### config.mk
export PLATFORM = sky130hd
export DESIGN_NAME = add8_err_monitor
export DESIGN_NICKNAME = d
export VERILOG_FILES = /design/src/rtl/add8_err_monitor.sv
export SDC_FILE = /design/constraint.sdc
export NUM_CORES = 1
export LEC_CHECK = 0
export ABC_AREA = 1
export CORE_MARGIN = 2
export CORE_UTILIZATION = 55
export DETAILED_ROUTE_END_ITERATION = 12
export GPL_ROUTABILITY_DRIVEN = 1
export PLACE_DENSITY = 0.8
export SYNTH_ARGS = -nofsm -noshare
export SYNTH_HDL_FRONTEND = slang
export SYNTH_SLANG_ARGS = --single-unit
### constraint.sdc
create_clock -name clk -period 4.4 [get_ports clk]
set_input_delay 0.88 -clock clk [delete_from_list [all_inputs] [get_ports clk]]
set_output_delay 0.88 -clock clk [all_outputs]
set_load 0.005 [all_outputs]
### src/rtl/add8_err_monitor.sv
// Error-statistics monitor for 8-bit approximate adders: compares each approximate sum
// with the exact sum over a programmed number of samples and accumulates MAE/WCE/EP data.
module add8_err_monitor #(
    parameter int W     = 8,
    parameter int CNT_W = 16,
    parameter int ACC_W = 24
) (
    input  logic             clk,
    input  logic             rst_n,
    input  logic             clr,
    input  logic             start,
    input  logic [CNT_W-1:0] target,
    input  logic             in_valid,
    output logic             in_ready,
    input  logic [W-1:0]     in_a,
    input  logic [W-1:0]     in_b,
    input  logic [W:0]       in_o,
    output logic             busy,
    output logic             done,
    output logic [CNT_W-1:0] n_samples,
    output logic [CNT_W-1:0] err_cnt,
    output logic [ACC_W-1:0] err_sum,
    output logic [W:0]       err_max,
    output logic [W-1:0]     wce_a,
    output logic [W-1:0]     wce_b,
    output logic             sat
);

    typedef enum logic [1:0] {IDLE, RUN, DRAIN, DONE} state_t;

    localparam logic [CNT_W-1:0] ONE = 1;

    state_t           state;
    logic [CNT_W-1:0] tgt;
    logic [CNT_W-1:0] accepted;
    logic             s1_valid;
    logic [W-1:0]     s1_a;
    logic [W-1:0]     s1_b;
    logic [W:0]       s1_o;
    logic [W:0]       s1_exact;

    logic             accept;
    logic [W:0]       err;
    logic [ACC_W:0]   err_ext;
    logic [ACC_W:0]   sum_ext;

    assign in_ready = (state == RUN) && (accepted < tgt);
    assign accept   = in_valid && in_ready;
    assign busy     = (state == RUN) || (state == DRAIN);
    assign done     = (state == DONE);

    // S2 datapath: absolute error and the widened accumulator sum used for saturation.
    always_comb begin
        err     = (s1_exact >= s1_o) ? (s1_exact - s1_o) : (s1_o - s1_exact);
        err_ext = (ACC_W+1)'(err);
        sum_ext = {1'b0, err_sum} + err_ext;
    end

    // NOTE: all state below uses non-blocking assignments so every register samples
    // pre-edge values; later assignments in the block deliberately override earlier ones.
    always_ff @(posedge clk or negedge rst_n) begin
        if (!rst_n) begin
            state     <= IDLE;
            tgt       <= '0;
            accepted  <= '0;
            s1_valid  <= 1'b0;
            s1_a      <= '0;
            s1_b      <= '0;
            s1_o      <= '0;
            s1_exact  <= '0;
            n_samples <= '0;
            err_cnt   <= '0;
            err_sum   <= '0;
            err_max   <= '0;
            wce_a     <= '0;
            wce_b     <= '0;
            sat       <= 1'b0;
        end else if (clr) begin
            state     <= IDLE;
            tgt       <= '0;
            accepted  <= '0;
            s1_valid  <= 1'b0;
            n_samples <= '0;
            err_cnt   <= '0;
            err_sum   <= '0;
            err_max   <= '0;
            wce_a     <= '0;
            wce_b     <= '0;
            sat       <= 1'b0;
        end else begin
            // S1: capture operands and the exact (carry-extended) sum
            s1_valid <= accept;
            if (accept) begin
                s1_a     <= in_a;
                s1_b     <= in_b;
                s1_o     <= in_o;
                s1_exact <= {1'b0, in_a} + {1'b0, in_b};
                accepted <= accepted + ONE;
            end

            // S2: fold the sample into the statistics
            if (s1_valid) begin
                n_samples <= n_samples + ONE;
                if (err != '0) err_cnt <= err_cnt + ONE;
                if (sum_ext[ACC_W]) begin
                    err_sum <= '1;
                    sat     <= 1'b1;
                end else begin
                    err_sum <= sum_ext[ACC_W-1:0];
                end
                if (err > err_max) begin
                    err_max <= err;
                    wce_a   <= s1_a;
                    wce_b   <= s1_b;
                end
            end

            case (state)
                IDLE, DONE: begin
                    if (start) begin
                        tgt       <= target;
                        accepted  <= '0;
                        n_samples <= '0;
                        err_cnt   <= '0;
                        err_sum   <= '0;
                        err_max   <= '0;
                        wce_a     <= '0;
                        wce_b     <= '0;
                        sat       <= 1'b0;
                        state     <= (target != '0) ? RUN : DONE;
                    end
                end
                RUN: begin
                    if (accept && (accepted + ONE == tgt)) state <= DRAIN;
                end
                DRAIN: begin
                    // No new acceptances here, so an empty S1 means S2 has retired its last sample
                    if (!s1_valid) state <= DONE;
                end
                default: state <= IDLE;
            endcase
        end
    end

endmodule

==> impl_metrics.csv <==
group,metric,value,unit
die,num_rows,48,
synth,syn_avg_cell_area,7.53,um^2
pwr,cellLeakagePower,5.65,nW
layout,fin_nets,1525,
worst_hold_path,min_to,"s1_a[1]",
sta,hold_viol_final,0,
synth,synth_area_leader_cell,"dfrtp_1",
place,gp_congestion,0.909,
layout,final_layout_size_suffix_gt1_share,5.77,%
critical_path,cp.required,4.72,ns
critical_path,cp.arrival,4.22,ns
pwr,power.density,641,nW/um^2
critical_path,endpoint_kind,"register",
pwr,clkPwrFrac,18.4,%
cts,cts_buffers,17,
grt,grt_pass1_vias,8324,
layout,diodes,0,
synth,postSynthCellCount,1285,
die,core-area,17200,um^2
grt,grt.total_usage,26.7,%
cts,clk_pin_slew,0.07,ns
worst_hold_path,hold_start,"s1_a[1]",
sta,setup_violations,0,
pwr,switching_share,47.1,%
synth,synthMuxAreaShare,0,%
critical_path,r2r-start,"s1_o[6]",
synth,yosys_most_used_dff,"dfrtp_1",
route,vias_per_cell,5.36,
critical_path,cp_max_fo,15,
place,portBuffers,130,
job,max_cap_violations,0,
grt,antenna_found_initial,0,
layout,postLayoutCoreUtil,68.1,%
sta,period_share,88.7,%
critical_path,startpoint_type,"register",
route,routed_wirelength,24100,um
cts,root_buffer,"clkbuf_16",
synth,synth-xor-area-share,3.58,%
cts,cts_tree,"done",
sta,fmax,256,MHz
synth,synth-seq-cells,151,
cts,clk_latency,0.43,ns
pwr,internal_power,0.00398,W
sta,slew_violations,0,
worst_hold_path,hold_path_depth,2,
die,die-area,18700,um^2
synth,synth_cell_types,42,
sta,rsz0062_at_grt,"false",
synth,synthSimpleGateAreaFrac,24.8,%
outcome,status,"complete, no violations",
pwr,p_switching,0.00354,W
synth,synth_top_area_share,39.1,%
synth,ys.warnings.count,0,
route,ant_nets,0,
cts,htreeDepth,4,
sta,fin_worst_skew,0.0119,ns
critical_path,worstRegToRegCells,24,
critical_path,reg2reg_to,"err_sum[19]",
die,ioPinCount,131,
die,fp.dieH,137,um
die,die_w,137,um
worst_hold_path,hold_path_class,"register to register",
synth,synth_nets,1401,
synth,synth_top_family_by_area,"simple AND/OR/NAND/NOR gates",
synth,synth_fa_ha_area_share,9.37,%
route,drt_iter0_markers,614,
sta,fin_ws,0.497,ns
synth,synth.most_common_cell,"nand2_1",
route,dr.pass1.iters,5,
synth,synth-edff-count,0,
die,start_util,56.1,%
route,wl_per_cell,14.6,um
pwr,comb_power_share,56.7,%
cts,cts_buffer_depth,2,
sta,worst_slew_pin_slew,0.963,ns
pwr,vdd_drop_max,0.000457,V
synth,async_reset_ff_share,100,%
synth,ys_seq_area_share,39.1,%
critical_path,critical_path_class,"register to register",
pwr,pwr-share-seq,24.9,%
grt,gr-total-overflow,0,
sta,relSlewSlack,35.8,%
synth,synth-compound-area-share,13.2,%
sta,finalSetupTns,0,ns
synth,yosys-top-cells-area,"dfrtp_1 39%, nand2_1 11%, ha_1 8.5%",
place,post-dp-hpwl,17600,um
synth,syn_area,9670,um^2
sta,finalCriticalPeriod,3.90,ns
critical_path,reg2reg_slack,0.50,ns
sta,worst_hold_slack,0.481,ns
route,vias,8831,
place,pre_cts_slack,0.456,ns
grt,grt_max_degree,103,
route,drc_errors,0,
synth,yosys-top-cells-count,"279 x nand2_1, 214 x inv_1, 151 x dfrtp_1",
grt,grt_pass1_wl,39500,um
cts,clock_sinks,151,
layout,synthToLayoutAreaGrowth,21.3,%
## kinds of logic after synthesis
family,count (synthesis)
AO/OA/AOI/OAI,238
adder cells (fa/ha/maj),70
buffers and inverters,251
XOR/XNOR,38
AND/OR/NAND/NOR,537
flip-flops,151
## registers in the layout (all words and copies together), names as in the netlist
name,cells
accepted,16
s1_valid,1
wce_b,8
wce_a,8
err_sum,24
err_cnt,16
s1_o,9
n_samples,16
s1_a,8
s1_b,8
tgt,16
s1_exact,9
state,2
sat,1
err_max,9
## layer usage
| layer | part of all wire (%) | up-vias | wire length [um] | global-route usage, % |
|---|---|---|---|---|
| met5 | 0 | - | 0 | 0 |
| met4 | 2.0 | 0 | 488 | 8.91 |
| met3 | 5.7 | 37 | 1380 | 5.67 |
| met2 | 48 | 252 | 11700 | 44.3 |
| met1 | 44 | 4124 | 10600 | 34.7 |
| li1 | - | 4418 | - | - |
## critical path, stage by stage, from the launching register on
cell	delay (ns)
dfrtp_1	0.35
inv_1	0.07
ha_1	0.40
nand2_1	0.12
nand2_1	0.10
a21oi_2	0.21
nand4_4	0.25
nand2_1	0.12
nand2_1	0.12
ha_1	0.37
nand3_1	0.09
nand2_1	0.11
nand2_1	0.06
nand2_1	0.06
a21oi_1	0.08
o21ai_0	0.31
nand2_1	0.09
nand2_1	0.12
nand2_1	0.17
inv_1	0.12
nand2_1	0.09
nand2_1	0.09
nand2_1	0.06
o21ai_0	0.19
inv_1	0.05
## power by group through the flow
stage / clock network, W / registers, W / logic [W]
detailed placement: 0 / 0.00189 / 0.00422
global placement: 0 / 0.00188 / 0.00412
floorplan: 0 / 0.00185 / 0.00321
finish: 0.00138 / 0.00187 / 0.00426
global route: 0.00147 / 0.00191 / 0.00489
CTS: 0.00140 / 0.00187 / 0.00426
## cell type report
type	instances	area (um^2)
Tap cell	225	282
Sequential cell	151	3780
Fill cell	1425	5510
Inverter	218	818
Multi-Input combinational cell	883	4930
Clock inverter	14	110
Timing Repair Buffer	138	1380
Clock buffer	18	439
## cells in the final DEF, fill, tap and decap left out, drive strengths merged, types with 3 or more instances in the layout
cell           instances
nor3                  33
clkinv                 6
nor2                 100
o21ai                127
nand3                 71
a31oi                  4
nand2                292
nor4                  10
inv                  226
buf                    9
xnor2                  7
clkdlybuf4s50        129
dfrtp                151
fa                     4
nand4                 26
ha                    66
o211ai                 3
clkbuf                18
xor2                  30
o21a                   3
a211oi                 5
a21oi                 84
o221ai                 8
## per-stage QoR
step           instance area (um^2)  std cells  power (W)
3_5_place_dp                  11200       1615    0.00611
4_1_cts                       11700       1647    0.00754
3_3_place_gp                  11200       1615    0.00600
5_1_grt                       11700       1647    0.00826
2_1_floorplan                  9670       1285    0.00506
6_report                      11700       1647    0.00752
## how the worst max path moves through the flow
stage                     start          end  slack, ns  depth (start not counted)
finish                  s1_o[6]  err_sum[19]       0.50                         24
global route            s1_o[6]  err_sum[11]       0.09                         22
CTS                 s1_exact[2]  err_sum[16]       0.44                         21
detailed placement  s1_exact[2]  err_sum[16]       0.46                         21
global placement    s1_exact[2]  err_sum[18]       0.59                         21
floorplan           s1_exact[2]  err_sum[18]       1.09                         22
## what timing repair did
| action | 4_1_cts | 5_1_grt |
|---|---|---|
| endpoints found under the hold margin | 0 | 0 |
| hold buffers | 0 | 0 |
| resized for setup | 0 | 2 |
| buffers inserted | 0 | 0 |
| setup endpoints to repair | 0 | 4 |
Note: power is estimated with default switching activity, not from simulation.
